`src/rtl/game_pkg.sv`:
```
// game_pkg: shared code-format defaults and the secret-code generator FSM states.
package game_pkg;
  localparam int DEF_NUM_DIGITS = 4;
  localparam int DEF_DIGIT_W = 3;
  localparam int DEF_NUM_SYMBOLS = 6;
  typedef enum logic [2:0] {ST_IDLE, ST_RESEED, ST_WARMUP, ST_SHIFT, ST_CHECK} state_t;
endpackage

```
`src/rtl/code_dup_check.sv`:
```
// code_dup_check: flags when sample matches any digit already written (slots below idx).
module code_dup_check
  import game_pkg::*;
#(
  parameter int NUM_DIGITS = DEF_NUM_DIGITS,
  parameter int DIGIT_W = DEF_DIGIT_W,
  localparam int IW = NUM_DIGITS > 1 ? $clog2(NUM_DIGITS) : 1
) (
  input  logic [NUM_DIGITS*DIGIT_W-1:0] code,
  input  logic [IW-1:0]                 idx,
  input  logic [DIGIT_W-1:0]            sample,
  output logic                          dup
);
  // Slots at or above idx hold stale digits from an older code and are ignored.
  always_comb begin
    dup = 1'b0;
    for (int i = 0; i < NUM_DIGITS; i++)
      dup = dup | ((IW'(i) < idx) && (code[i*DIGIT_W +: DIGIT_W] == sample));
  end
endmodule

```
`src/rtl/secret_code_gen.sv`:
```
// secret_code_gen: packs the serial LFSR stream into a secret code via rejection sampling.
module secret_code_gen
  import game_pkg::*;
#(
  parameter int NUM_DIGITS = DEF_NUM_DIGITS,
  parameter int DIGIT_W = DEF_DIGIT_W,
  parameter int NUM_SYMBOLS = DEF_NUM_SYMBOLS,
  parameter int NO_REPEAT = 0,
  parameter int MAX_REJECT = 7,
  parameter int WARMUP = 32
) (
  input  logic                          clk,
  input  logic                          rst,
  input  logic                          start,
  input  logic                          reseed,
  input  logic                          rng_bit,
  output logic                          rng_rst,
  output logic                          busy,
  output logic                          code_valid,
  output logic [NUM_DIGITS*DIGIT_W-1:0] code
);
  localparam int IW = NUM_DIGITS > 1 ? $clog2(NUM_DIGITS) : 1;
  localparam int BW = DIGIT_W > 1 ? $clog2(DIGIT_W) : 1;
  localparam int RW = MAX_REJECT > 0 ? $clog2(MAX_REJECT + 1) : 1;
  localparam int WW = WARMUP > 1 ? $clog2(WARMUP) : 1;
  state_t state, state_nx;
  logic [DIGIT_W-1:0] sample, digit;
  logic [IW-1:0] idx;
  logic [BW-1:0] bit_cnt;
  logic [RW-1:0] rej_cnt;
  logic [WW-1:0] wu_cnt;
  logic oor, dup, reject, force_acc, last;
  code_dup_check #(.NUM_DIGITS(NUM_DIGITS), .DIGIT_W(DIGIT_W)) u_dup (
    .code(code), .idx(idx), .sample(sample), .dup(dup)
  );
  // Digit legality; a forced digit folds an out-of-range sample back into range.
  always_comb begin
    oor = {1'b0, sample} >= (DIGIT_W + 1)'(NUM_SYMBOLS);
    reject = oor || (NO_REPEAT != 0 && dup);
    force_acc = rej_cnt == RW'(MAX_REJECT);
    last = idx == IW'(NUM_DIGITS - 1);
    digit = oor ? sample - DIGIT_W'(NUM_SYMBOLS) : sample;
  end
  // State register.
  always_ff @(posedge clk or negedge rst)
    if (!rst) state <= ST_IDLE;
    else state <= state_nx;
  // Next state; the LFSR restart is a pure decode of the single-cycle RESEED state.
  always_comb begin
    state_nx = state;
    rng_rst = state == ST_RESEED;
    case (state)
      ST_IDLE:   state_nx = start ? (reseed ? ST_RESEED : ST_SHIFT) : ST_IDLE;
      ST_RESEED: state_nx = ST_WARMUP;
      ST_WARMUP: state_nx = wu_cnt == WW'(WARMUP - 1) ? ST_SHIFT : ST_WARMUP;
      ST_SHIFT:  state_nx = bit_cnt == BW'(DIGIT_W - 1) ? ST_CHECK : ST_SHIFT;
      ST_CHECK:  state_nx = (reject && !force_acc) || !last ? ST_SHIFT : ST_IDLE;
      default:   state_nx = ST_IDLE;
    endcase
  end
  // Datapath: counters, sample shifter and code storage.
  always_ff @(posedge clk or negedge rst) begin
    if (!rst) begin
      busy <= 1'b0;
      code_valid <= 1'b0;
      code <= '0;
      sample <= '0;
      idx <= '0;
      bit_cnt <= '0;
      rej_cnt <= '0;
      wu_cnt <= '0;
    end else begin
      case (state)
        ST_IDLE: if (start) begin
          code_valid <= 1'b0;
          busy <= 1'b1;
          idx <= '0;
          bit_cnt <= '0;
          rej_cnt <= '0;
          wu_cnt <= '0;
        end
        ST_WARMUP: wu_cnt <= wu_cnt + 1'b1;
        ST_SHIFT: begin
          sample <= {sample[DIGIT_W-2:0], rng_bit};
          bit_cnt <= bit_cnt == BW'(DIGIT_W - 1) ? '0 : bit_cnt + 1'b1;
        end
        ST_CHECK: if (reject && !force_acc) rej_cnt <= rej_cnt + 1'b1;
        else begin
          code[idx*DIGIT_W +: DIGIT_W] <= digit;
          rej_cnt <= '0;
          if (last) begin
            code_valid <= 1'b1;
            busy <= 1'b0;
          end else idx <= idx + 1'b1;
        end
        default: ;
      endcase
    end
  end
endmodule

```
`config.mk`:
```
export PLATFORM = sky130hd
export DESIGN_NAME = secret_code_gen
export DESIGN_NICKNAME = d
export VERILOG_FILES = /design/src/rtl/game_pkg.sv /design/src/rtl/code_dup_check.sv /design/src/rtl/secret_code_gen.sv
export SDC_FILE = /design/constraint.sdc
export NUM_CORES = 1
export LEC_CHECK = 0
export CAP_MARGIN = 20
export CELL_PAD_IN_SITES_DETAIL_PLACEMENT = 0
export CELL_PAD_IN_SITES_GLOBAL_PLACEMENT = 1
export CORE_AREA = 2 2 57 70
export DETAILED_ROUTE_END_ITERATION = 16
export DIE_AREA = 0 0 59 72
export PLACE_DENSITY = 0.9
export SETUP_SLACK_MARGIN = 0.2
export SKIP_LAST_GASP = 1
export SYNTH_ARGS = -nofsm -noshare
export SYNTH_HDL_FRONTEND = slang
export SYNTH_SLANG_ARGS = --single-unit
```
`constraint.sdc`:
```
create_clock -name clk -period 5.3 [get_ports clk]
set_clock_uncertainty 0.2 [all_clocks]
set_input_delay 1.325 -clock clk [delete_from_list [all_inputs] [get_ports clk]]
set_output_delay 1.325 -clock clk [all_outputs]
set_load 0.005 [all_outputs]
```
==> impl_results.md <==
* Flop pwr share at 0.460
* MaxCap Viol Count at 0
* Drt total wl at about 2.9 mm
* Fmax at 0.314 GHz
* Sequential cell area fraction in the yosys report at 0.488
* CP Capture Type: output pin
* Hold WC Path Type: reg2reg
* Die ar. at approximately 4200 µm²
* Combinational power share at 0.307
* Setup WS post-layout at 2.11 ns
* Sink Count at 32
* Postcts setup bufs at 0
* Vias in the first global route at about 1200
* Initial cell density of the core at 0.463
* Gpl congestion at ~0.7
* Post-synthesis cell type count at 34
* Die X at between 50 and 60 µm
* Placement Rows at 24
* Clock-pin slew on the worst setup and hold paths at ~0.060 ns
* Netlist Area Pre-Place at roughly 1600 µm²
* Startpoint Class: register
* Sw Ratio at 0.342
* ANT cells at 0
* Register bit count reported by yosys at 32
* WP data required at ~3.8 ns
* DIE HEIGHT at ~70 µm
* DRT Pass-1 Iters at 4
* RSZ-0062 raised after global routing: false
* Clock Path Buffers at 2
* Fin util at 0.551
* Clock power share at 0.233
* Crit-path max FO at 15
* Relative slew slack at 0.628
* Synth-to-layout area growth at 18.9%
* Gr ovfl total at 0
* Peak VDD IR at between 0.2 and 0.25 mV
* Post-DP HPWL at ~2.2 mm
* Most frequent cells in the layout: 32 x dfrtp_1, 19 x clkdlybuf4s50_1, 10 x nor2_1
* Worst EP arrival at 1.66 ns
* Overall Power at 0.809 mW
* Worst-skew pair later-pin latency at about 0.28 ns
* Hold Vio Cnt, Final at 0
* LEAKAGE at approximately 0.89 nW
* Synthesized area per cell at between 10 and 15 µm²
* Ratio of cells with drive above 1 in the final layout at 0.153
* DR iter-0 viols at 20
* Hold WS at 0.292 ns
* DP Area at 1860 µm²
* RR Startpoint: idx[0]
* R2R Setup Slk at between 3 and 4 ns
* PostCTS Resize Cnt at 0
* Placed cell count at between 150 and 200
* Synth Instances at between 100 and 150
* Largest net degree at the start of global routing at 33
* Post-route ant nets at 0
* Io pins at 20
* Max-slew violation count at 0
* Switching Power at ~0.28 mW
* First-pass GRT wire length at 5.32 mm
* Endpoints failing setup at 0
* Worst Tran Pin Value at 0.552 ns
* CTS tree: built
* Ys Warns at 0
* PwrDens at just over 400 nW/µm²
* Core area at 3540 µm²
* Fin cells at between 200 and 250
* TNS Setup at 0 ns
* Inserted Clock Buffers at 5
* GRT Total Usage at 0.166
* CTS root buffer: clkbuf_8
* Most common cell after layout, fill and taps aside: dfrtp_1
* # port buffers at 19
* Synth top area cells: dfrtp_1 49%, ha_1 6.9%, mux2_1 6.2%
* CTS Hold Bufs at 0
* Place WS at around 2.3 ns
* DRC at 0
* Nets at between 150 and 200
* Post-route minimum period at roughly 3.2 ns
* Status: finished clean
* Int Pwr at around 0.53 mW
* Syn nets at 153
* Design area at between 1500 and 2000 µm²
* Crit Path Class: reg2out
* WL/cell at about 15 µm
* Vias post-DR at approximately 1100
* Fin crit share at 0.602
* Routed vias/inst at about 5.6
* Worst min-delay path startpoint: code[8]
* Htree depth at 2
* Share of the synthesized area in the top cell type at 0.488
* Timing startpoint of the critical path: state[1]
* Antenna violations before repair at 0
* Cell taking the most area after synthesis: dfrtp_1
-- per-layer routing --
metal	part of all wire	global-route usage	vias up	routed length, µm
li1	-	-	546	-
met1	0.41	0.179	555	1200
met2	0.54	0.299	23	1590
met3	0.037	0.0553	5	108
met4	0.017	0.0581	0	50
met5	0	0	-	0
-- cell type report --
class                      count  area (µm²)
sequential                    32         801
tap                           39        48.8
timing repair buffer          20         198
fill                         314        1590
inverter                       6        22.5
clock buffer                   8        90.1
multi-input combinational     97         792
-- worst max-delay path: stages, from the launching register on --
cell	delay, ns
dfrtp_1	0.57
nor3b_1	0.28
clkdlybuf4s50_1	0.54
-- power by group through the flow --
stage	combinational (mW)	clock (mW)	sequential [mW]
finish	0.248	0.189	0.372
global route	0.279	0.208	0.384
CTS	0.253	0.196	0.372
detailed placement	0.251	0	0.376
global placement	0.238	0	0.370
floorplan	0.201	0	0.345
-- path summary, 6_finish.rpt --
kind,to,depth (start not counted)
worst max-delay path,rng_rst,2
max in group asynchronous,code[0],2
worst min register to register,code[8],1
worst max register to register,code[0],5
worst min-delay path,code[8],1
min in group asynchronous,code[7],2
-- sequential cells by signal, summed over array words and instances (netlist names) --
name / cells
busy: 1
code_valid: 1
wu_cnt: 5
rej_cnt: 3
bit_cnt: 2
code: 12
state: 3
sample: 3
idx: 2
-- cells by family (layout without fill, tap and decap cells) --
family,after synthesis,count (layout),share of synthesized area
AND/OR/NAND/NOR,51,51,0.200
flip-flops,32,32,0.488
multiplexers,20,20,0.136
AO/OA/AOI/OAI,17,17,0.0777
buffers and inverters,10,34,0.0297
adder cells (fa/ha/maj),9,9,0.0686
-- cells in the mapped netlist --
cell type,n
dfrtp_1,32
nor2_1,10
ha_1,9
mux2_1,9
mux2_2,9
nor3_1,7
inv_1,6
nand2_1,6
nand3_1,5
o21ai_0,5
a22o_1,4
nand2b_1,4
buf_2,3
a32o_1,2
mux2i_1,2
nand3_2,2
nand3b_1,2
nor2b_1,2
nor3b_1,2
nor3b_4,2
or3b_2,2
or4b_1,2
a21boi_2,1
a21o_1,1
and3_1,1
buf_6,1
nand3b_2,1
nand4b_1,1
nor4b_1,1
o211ai_1,1
o21ai_1,1
o22a_1,1
o31ai_1,1
or3b_4,1
No activity file was read; power rests on OpenSTA's default activity.
